[src/rtl/axi4_write_responder.sv]
// axi4_write_responder: AXI4 write subordinate (AW/W/B) that drives a single-port memory write port.
// Define AXI_WR_PROT_CHECK_EN to make the upper half of the region secure-only.
module axi4_write_responder #(
  parameter int ID_WIDTH = 4,
  parameter int ADDR_WIDTH = 32,
  parameter int DATA_WIDTH = 64,
  parameter logic [ADDR_WIDTH-1:0] BASE_ADDR = 32'h0000_0000,
  parameter logic [ADDR_WIDTH-1:0] REGION_BYTES = 32'h0001_0000
) (
  input  logic                    aclk,
  input  logic                    areset_n,
  input  logic                    awvalid,
  output logic                    awready,
  input  logic [ID_WIDTH-1:0]     awid,
  input  logic [ADDR_WIDTH-1:0]   awaddr,
  input  logic [7:0]              awlen,
  input  logic [2:0]              awsize,
  input  logic [1:0]              awburst,
  input  logic [2:0]              awprot,
  input  logic                    wvalid,
  output logic                    wready,
  input  logic [DATA_WIDTH-1:0]   wdata,
  input  logic [DATA_WIDTH/8-1:0] wstrb,
  input  logic                    wlast,
  output logic                    bvalid,
  input  logic                    bready,
  output logic [ID_WIDTH-1:0]     bid,
  output logic [1:0]              bresp,
  output logic                    mem_we,
  output logic [ADDR_WIDTH-1:0]   mem_addr,
  output logic [DATA_WIDTH-1:0]   mem_wdata,
  output logic [DATA_WIDTH/8-1:0] mem_wstrb
);
  localparam int DB = DATA_WIDTH / 8;
  localparam int LB = $clog2(DB);
  localparam logic [1:0] OKAY = 2'b00, SLVERR = 2'b10, DECERR = 2'b11;
  localparam logic [1:0] FIXED = 2'b00, INCR = 2'b01, WRAP = 2'b10;
  typedef enum logic [1:0] {IDLE, DATA, RESP} state_e;
  state_e                  state_q;
  logic                    awready_q, wready_q, bvalid_q, mem_we_q, over_q;
  logic [ID_WIDTH-1:0]     bid_q, id_q;
  logic [1:0]              bresp_q, err_q, burst_q, aw_resp;
  logic [2:0]              size_q;
  logic [7:0]              len_q, beat_q;
  logic [ADDR_WIDTH-1:0]   addr_q, wrap_lo_q, wrap_len_q, mem_addr_q;
  logic [DATA_WIDTH-1:0]   mem_wdata_q;
  logic [DB-1:0]           mem_wstrb_q, lane;
  logic [ADDR_WIDTH-1:0]   off, aw_smask, aw_wlen, smask, aligned, incr, nxt;
  logic [20:0]             incr_end;
  logic                    prot_err, bad_size, bad_wrap, bad_4k;
`ifdef AXI_WR_PROT_CHECK_EN
  assign prot_err = awprot[1] && (off >= (REGION_BYTES >> 1));
`else
  logic unused_prot;
  assign unused_prot = ^awprot;
  assign prot_err = 1'b0;
`endif
  // Unsigned offset wraps below BASE_ADDR, so one compare covers both region edges.
  assign off      = awaddr - BASE_ADDR;
  assign aw_smask = (ADDR_WIDTH'(1) << awsize) - ADDR_WIDTH'(1);
  assign aw_wlen  = ADDR_WIDTH'((32'(awlen) + 32'd1) << awsize);
  assign incr_end = 21'(awaddr[11:0] & ~aw_smask[11:0]) + ((21'(awlen) + 21'd1) << awsize);
  assign bad_size = 32'(awsize) > LB;
  assign bad_wrap = awburst == WRAP && (!(awlen inside {8'd1, 8'd3, 8'd7, 8'd15}) || |(awaddr & aw_smask));
  assign bad_4k   = awburst == INCR && incr_end > 21'h1000;
  assign aw_resp  = off >= REGION_BYTES ? DECERR :
                    (prot_err || awburst == 2'b11 || bad_size || bad_wrap || bad_4k) ? SLVERR : OKAY;
  assign smask    = (ADDR_WIDTH'(1) << size_q) - ADDR_WIDTH'(1);
  assign aligned  = addr_q & ~smask;
  assign incr     = aligned + smask + ADDR_WIDTH'(1);
  assign nxt      = burst_q == FIXED ? addr_q :
                    (burst_q == WRAP && incr == wrap_lo_q + wrap_len_q) ? wrap_lo_q : incr;
  always_comb begin
    lane = '0;
    for (int i = 0; i < DB; i++)
      lane[i] = (i >= int'(aligned[LB-1:0])) && (i < int'(aligned[LB-1:0]) + (1 << size_q));
  end
  always_ff @(posedge aclk or negedge areset_n) begin
    if (!areset_n) begin
      state_q     <= IDLE;
      awready_q   <= 1'b0;
      wready_q    <= 1'b0;
      bvalid_q    <= 1'b0;
      bid_q       <= '0;
      bresp_q     <= OKAY;
      mem_we_q    <= 1'b0;
      mem_addr_q  <= '0;
      mem_wdata_q <= '0;
      mem_wstrb_q <= '0;
      id_q        <= '0;
      addr_q      <= '0;
      wrap_lo_q   <= '0;
      wrap_len_q  <= '0;
      len_q       <= '0;
      size_q      <= '0;
      burst_q     <= FIXED;
      err_q       <= OKAY;
      beat_q      <= '0;
      over_q      <= 1'b0;
    end else begin
      mem_we_q <= 1'b0;
      case (state_q)
        IDLE: begin
          awready_q <= 1'b1;
          if (awready_q && awvalid) begin
            awready_q  <= 1'b0;
            wready_q   <= 1'b1;
            state_q    <= DATA;
            id_q       <= awid;
            addr_q     <= awaddr;
            wrap_lo_q  <= awaddr & ~(aw_wlen - ADDR_WIDTH'(1));
            wrap_len_q <= aw_wlen;
            len_q      <= awlen;
            size_q     <= awsize;
            burst_q    <= awburst;
            err_q      <= aw_resp;
            beat_q     <= '0;
            over_q     <= 1'b0;
          end
        end
        DATA: begin
          if (wvalid) begin
            mem_we_q    <= err_q == OKAY && !over_q;
            mem_addr_q  <= addr_q & ~ADDR_WIDTH'(DB - 1);
            mem_wdata_q <= wdata;
            mem_wstrb_q <= wstrb & lane;
            addr_q      <= nxt;
            over_q      <= over_q || beat_q == len_q;
            beat_q      <= beat_q == len_q ? beat_q : beat_q + 8'd1;
            if (wlast) begin
              wready_q <= 1'b0;
              bvalid_q <= 1'b1;
              bid_q    <= id_q;
              bresp_q  <= err_q != OKAY ? err_q : (beat_q == len_q && !over_q) ? OKAY : SLVERR;
              state_q  <= RESP;
            end
          end
        end
        RESP: begin
          if (bready) begin
            bvalid_q <= 1'b0;
            state_q  <= IDLE;
          end
        end
        default: state_q <= IDLE;
      endcase
    end
  end
  assign awready   = awready_q;
  assign wready    = wready_q;
  assign bvalid    = bvalid_q;
  assign bid       = bid_q;
  assign bresp     = bresp_q;
  assign mem_we    = mem_we_q;
  assign mem_addr  = mem_addr_q;
  assign mem_wdata = mem_wdata_q;
  assign mem_wstrb = mem_wstrb_q;
endmodule
[config.mk]
export PLATFORM = sky130hd
export DESIGN_NAME = axi4_write_responder
export DESIGN_NICKNAME = d
export VERILOG_FILES = /design/src/rtl/axi4_write_responder.sv
export SDC_FILE = /design/constraint.sdc
export NUM_CORES = 1
export LEC_CHECK = 0
export BUFFER_PORTS_ARGS = -buffer_cell sky130_fd_sc_hd__buf_2
export CAP_MARGIN = 0
export CORE_UTILIZATION = 57
export CTS_CLUSTER_DIAMETER = 80
export DETAILED_ROUTE_END_ITERATION = 10
export PLACE_DENSITY_LB_ADDON = 0.3
export SLEW_MARGIN = 40
export SYNTH_ARGS = -nofsm -noshare
export SYNTH_HDL_FRONTEND = slang
export SYNTH_SLANG_ARGS = --single-unit
[constraint.sdc]
create_clock -name aclk -period 6.3 [get_ports aclk]
set_input_delay 0.945 -clock aclk [delete_from_list [all_inputs] [get_ports aclk]]
set_output_delay 0.945 -clock aclk [all_outputs]
set_load 0.01 [all_outputs]
=== Word-level counts from Yosys, hierarchy flattened ===
Index checks and enable logic that the tools add are counted.

* Divide/modulo/power cells: 0
* Multipliers: 0
* Order comparisons: 18
* Bitwise logic cells: 8
* Shift operators: 4
* Muxes and demuxes: 32
* Add/sub/neg operators: 11
* Equality and inequality tests: 18
* Reductions and logical operators: 37

{| class="wikitable"
|+ Operators by type and width
! cell !! count
|-
| $lt 4x32->1 const A || 4
|-
| $mux 32 || 4
|-
| $and 32x32->32 || 3
|-
| $add 32x32->32 || 2
|-
| $lt 3x32->1 const A || 2
|-
| $not 32->32 || 2
|-
| $pmux 32 s2 || 1
|-
| $shl 1x3->32 const A || 2
|-
| $sub 32x2->32 const B || 2
|-
| $add 32x1->32 const B || 1
|-
| $add 4x32->32 || 1
|-
| $eq 32x32->1 || 1
|-
| $ge 32x17->1 const B || 1
|-
| $lt 1x32->1 const A || 1
|-
| $lt 2x32->1 const A || 1
|-
| $reduce_or 32->1 || 1
|-
| $shl 9x3->32 || 1
|-
| $sub 32x1->32 const B || 1
|-
| $mux 8 || 3
|-
| $add 21x21->21 || 1
|-
| $and 12x21->21 || 1
|-
| $gt 21x13->1 const B || 1
|-
| $not 12->21 || 1
|-
| $shl 9x3->21 || 1
|-
| other kinds (29) || 89
|}

* Register bits: 237
* Latch bits: 0
* Input port bits: 130
* Bits in writable memories: 0
* ROM bits: 0
* Output and inout port bits: 114
* Memories kept: 0
* Word-level logic and storage cells: 148

=== Depth between registers and ports, before layout ===
* Depth after elaboration: 12
* Depth in mapped cells: 21
* Depth with buffers taken out: 19

=== Worst setup path after synthesis ===
OpenSTA, ideal clock, no wires.

* Path type: register to register
* Start: register size_q[2]
* End: register addr_q[16]
* Stages on the path, launching flop included: 19
* Arrival time: 4386 ps
* Setup slack: 1777 ps
* Library setup time: 137 ps
* Buffers on the path: 4
* Path through: dfrtp_1 -> buf_2 -> clkbuf_1 -> nor3_1 -> inv_1 -> ha_1 -> nor4b_2 -> nor4_2 -> or3_1 -> nor4b_1 -> xnor3_1 -> or3_1 -> and3_1 -> a31o_1 -> nor4_4 -> buf_6 -> buf_8 -> mux2i_1 -> a21oi_1

* Cells in the longest elaborated chain, start to end: 12

{| class="wikitable"
|+ Ends and longest elaborated chain
! item !! RTL line !! source
|-
| from (decl) || 43 || <nowiki>logic [2:0] size_q;</nowiki>
|-
| from (signal assigned) || 114 || <nowiki>size_q <= awsize;</nowiki>
|-
| $shl 1x3->32 * || 68 || <nowiki>assign smask = (ADDR_WIDTH'(1) << size_q) - ADDR_WIDTH'(1);</nowiki>
|-
| $sub 32x2->32 * || 68 ||
|-
| $not 32->32 || 69 || <nowiki>assign aligned = addr_q & ~smask;</nowiki>
|-
| $and 32x32->32 || 69 ||
|-
| $add 32x32->32 * || 70 || <nowiki>assign incr = aligned + smask + ADDR_WIDTH'(1);</nowiki>
|-
| $add 32x1->32 * || 70 ||
|-
| $eq 32x32->1 || 72 || <nowiki>(burst_q == WRAP && incr == wrap_lo_q + wrap_len_q) ? wrap_lo_q : incr;</nowiki>
|-
| $logic_and 1x1->1 || 72 ||
|-
| $mux 32 * || 72 ||
|-
| $mux 32 * || 71 || <nowiki>assign nxt = burst_q == FIXED ? addr_q :</nowiki>
|-
| $mux 32 * || 122 || <nowiki>if (wvalid) begin</nowiki>
|-
| $pmux 32 s2 * || 102 || <nowiki>case (state_q)</nowiki>
|-
| to (signal assigned) || 110 || <nowiki>addr_q <= awaddr;</nowiki>
|-
| to (signal assigned) || 127 || <nowiki>addr_q <= nxt;</nowiki>
|-
| to (decl) || 45 || <nowiki>logic [ADDR_WIDTH-1:0] addr_q, wrap_lo_q, wrap_len_q, mem_addr_q;</nowiki>
|}

Mark *: on every way between the ends. The rest lies on a longest branch, timed or not. The select of a mux whose other input is x is not followed.
A chain may end at the register's enable or synchronous reset.

=== Worst setup path in the final report ===
* Start: register size_q[2]
* End: register addr_q[2]

Same word-level chain as after synthesis.

==> summary.txt <==
Outcome
  – Status: complete, no violations

Critical path
  – Setup CP Type: flip-flop to flip-flop
  – Worst Path Buf+Inv: 3
  – Arrival time worst endpoint: 5810 ps
  – Reg2reg setup slack: 930 ps
  – Worst path cell trace: nor3_1, inv_1, ha_1, nor3b_2, buf_4, nor4_2, or3_1, nor4b_2, xnor3_1, or3_1, and3_1, a31o_1, nor4_4, buf_4, mux2_1, a21oi_1
  – Top delay family on crit path: simple AND/OR/NAND/NOR gates
  – CP Max Fanout: 24
  – CP Capture Type: flip-flop
  – Worst Path Required: 6740 ps
  – Worst-path cell with the longest stage delay: dfrtp_1
  – CP max stage delay: 700 ps
  – Startpoint Class: flip-flop

Synth
  – Netlist cell types: 86
  – Synth Instances: 1,649
  – Mux cell area share after synthesis: 4.129%
  – Netlist Area Pre-Place: 13,760 um^2
  – #FFs+latches synth: 221
  – Warnings from Yosys: 0
  – Ys async rst share: 100.0%
  – Post-synthesis adder-cell area fraction: 4.074%
  – Xor/xnor cell area share of the yosys netlist: 8.785%
  – Primary FF master, synth: dfrtp_1
  – Post-synth EDFFs: 0
  – Combinational family with the most area after synthesis: simple AND/OR/NAND/NOR gates
  – Post-synthesis sequential area ratio: 40.20%
  – Post-synthesis simple-gate area fraction: 26.15%
  – Syn Area/Cell: 8.343 um^2
  – Synth Area in Compound Gates: 12.32%

Clocking
  – # Post-CTS Setup Buffers: 0
  – CTS sink cnt: 221
  – Cts hold-fix bufs: 0
  – CTS root buf: clkbuf_16
  – CTS Buf Count: 24
  – Skew-Pair Late Insertion Delay: 520 ps
  – Max Root-Sink Buffers: 3
  – H-tree Lvls: 1
  – Post_cts resized: 0
  – CTS tree: built
  – Worst-path clk slew: 70 ps

Global route
  – Global route total overflow: 0
  – Largest net degree at the start of global routing: 106
  – First-pass GRT wire length: 62,180 um
  – Initial antenna violation count: 4
  – Number of global-route vias before repair: 11,780
  – Tot GR Track Use: 32.04%

Placement
  – Port buffer count: 237
  – Hpwl dp: 29,490 um
  – Placed cell area: 15,130 um^2
  – GPL Wtd Cong: 0.9476

Power and ir drop
  – Total power draw: 0.008029 W
  – Leak Pwr: 7.781 nW
  – Peak VDD IR: 0.3345 mV
  – Pwr per Cell Area: 503.9 nW/um^2

Drt
  – 1st-iter DRT viols: 1,196
  – Vias per cell: 5.827
  – Post-route ant nets: 0
  – Drt wl/cell: 18.23 um
  – DR DRC count: 0
  – 1st-pass router iterations: 6
  – Final wirelength: 39,690 um
  – Vias: 12,690

Timing
  – Unrepaired setup endpoints after global routing: false
  – Fmax: 0.1861 GHz
  – Tightest Pin Transition: 783.4 ps
  – Final setup viols: 0
  – Clk_skew: 14.71 ps
  – Total negative slack: 0 ps
  – Fin crit share: 85.29%
  – Max Slew Vio Count: 0
  – Fin. Hold Viols: 0
  – Minimum clock period: 5373 ps
  – Slew headroom: 47.77%

Floorplan
  – Boundary Pins: 244
  – Site Rows: 56
  – Die Area: 24,760 um^2
  – Starting Density: 58.44%
  – Height of the die: 157.4 um
  – Die Width: 157.4 um
  – CORE AREA: 23,540 um^2

Job
  – Max-cap violations: 0

Hold path
  – Hold Crit Class: input pin to asynchronous set/reset pin

Cells and area
  – Final Instance Area: 15,930 um^2
  – Fillers: 1,915
  – Layout Nets: 2,012
  – Layout Area Growth over Synthesis: 15.81%
  – Layout cells sized above 1: 17.79%
[Yosys cell counts (6+ instances only)]
cell type | n | area (um^2)
a21o_1 | 11 | 82.58
a21oi_1 | 82 | 410.4
a31oi_1 | 12 | 75.07
and2_1 | 11 | 68.82
and3_1 | 17 | 106.4
buf_1 | 9 | 33.78
buf_2 | 6 | 30.03
clkbuf_1 | 69 | 259.0
dfrtp_1 | 221 | 5530
ha_1 | 40 | 500.5
inv_1 | 53 | 198.9
mux2_1 | 6 | 67.56
mux2_2 | 10 | 112.6
mux2i_1 | 32 | 320.3
nand2_1 | 488 | 1832
nand2b_1 | 6 | 37.54
nand3_1 | 39 | 195.2
nand4_1 | 15 | 93.84
nand4b_1 | 6 | 52.55
nor2_1 | 84 | 315.3
nor3_1 | 28 | 140.1
nor4_1 | 25 | 156.4
nor4b_1 | 8 | 70.07
o211ai_1 | 16 | 120.1
o21ai_0 | 87 | 435.4
o22ai_1 | 6 | 37.54
o31ai_1 | 6 | 45.04
or2_2 | 7 | 43.79
or3_1 | 24 | 150.1
xnor2_1 | 75 | 656.9
xnor3_1 | 11 | 247.7
xor2_1 | 32 | 280.3
[registers in the layout, indices dropped and copies added (netlist names), 3 cells and up]
name / flops
addr_q: 32
mem_wdata: 64
bid: 4
wrap_len_q: 16
size_q: 3
len_q: 8
mem_wstrb: 8
id_q: 4
mem_addr: 29
beat_q: 8
wrap_lo_q: 32
[power by group]
group | internal, W | total, W | switching (W)
combinational | 0.00167 | 0.00404 | 0.00237
sequential | 0.00204 | 0.00260 | 0.000561
clock | 0.000811 | 0.00138 | 0.000571
total | 0.00453 | 0.00803 | 0.00350
[cell type report]
type / count / area [um^2] / area share, %
inverter: 55 / 206.4 / 1.296
sequential: 221 / 5530 / 34.71
timing repair buffer: 253 / 1331 / 8.355
clock inverter: 9 / 85.08 / 0.5340
antenna: 3 / 7.507 / 0.04711
clock buffer: 33 / 694.4 / 4.358
tap: 319 / 399.1 / 2.505
multi-input combinational: 1284 / 7680 / 48.20
[stage by stage]
step	worst slack, ps	hold slack, ps	instances	util, %
global placement	848.8	445.6	2132	64.23
detailed placement	762.1	450.0	2132	64.28
floorplan	1777	432.6	1651	-
global route	609.9	458.8	2177	67.68
finish	927.0	399.4	2177	67.68
CTS	730.7	424.9	2174	67.59
[placed cells by master (no fill, tap or decap), drive strengths merged, types with 32 or more instances in the layout]
cell    Yosys  layout
nor2       84      84
clkbuf     69      33
xor2       32      32
mux2i      32      32
o21ai      90      90
inv        54      54
ha         40      40
xnor2      75      75
buf        22     253
nand2     488     488
a21oi      82      82
nand3      39      39
dfrtp     221     221
[worst paths after layout]
check,start,endpoint,depth (start not counted)
worst max-delay path,size_q[2]$_DFFE_PN0P_,addr_q[2]$_DFFE_PN0P_,16
min in group aclk,mem_wstrb[7]$_DFFE_PN0P_,mem_wstrb[7]$_DFFE_PN0P_,2
worst min-delay path,areset_n,mem_wdata[1]$_DFFE_PN0P_,1
worst min register to register,mem_wstrb[7]$_DFFE_PN0P_,mem_wstrb[7]$_DFFE_PN0P_,2
max in group asynchronous,areset_n,mem_wdata[48]$_DFFE_PN0P_,2
worst max register to register,size_q[2]$_DFFE_PN0P_,addr_q[2]$_DFFE_PN0P_,16
[kinds of logic after synthesis]
logic type                 Yosys count
adders and majority gates           43
xor gates and xnor gates           119
AOI/OAI and AO/OA                  277
other                                1
and+or+nand+nor                    791
DFF                                221
muxes                               51
buffers and inverters              146
[per-layer routing]
metal	up-vias	share of wire (%)	GRT usage, %
met4	2	3.3	12.30
li1	6034	-	-
met5	-	0.030	0
met3	102	8.8	5.231
met2	559	46	52.59
met1	5988	41	42.44
Note: power is estimated with default switching activity, not from simulation.
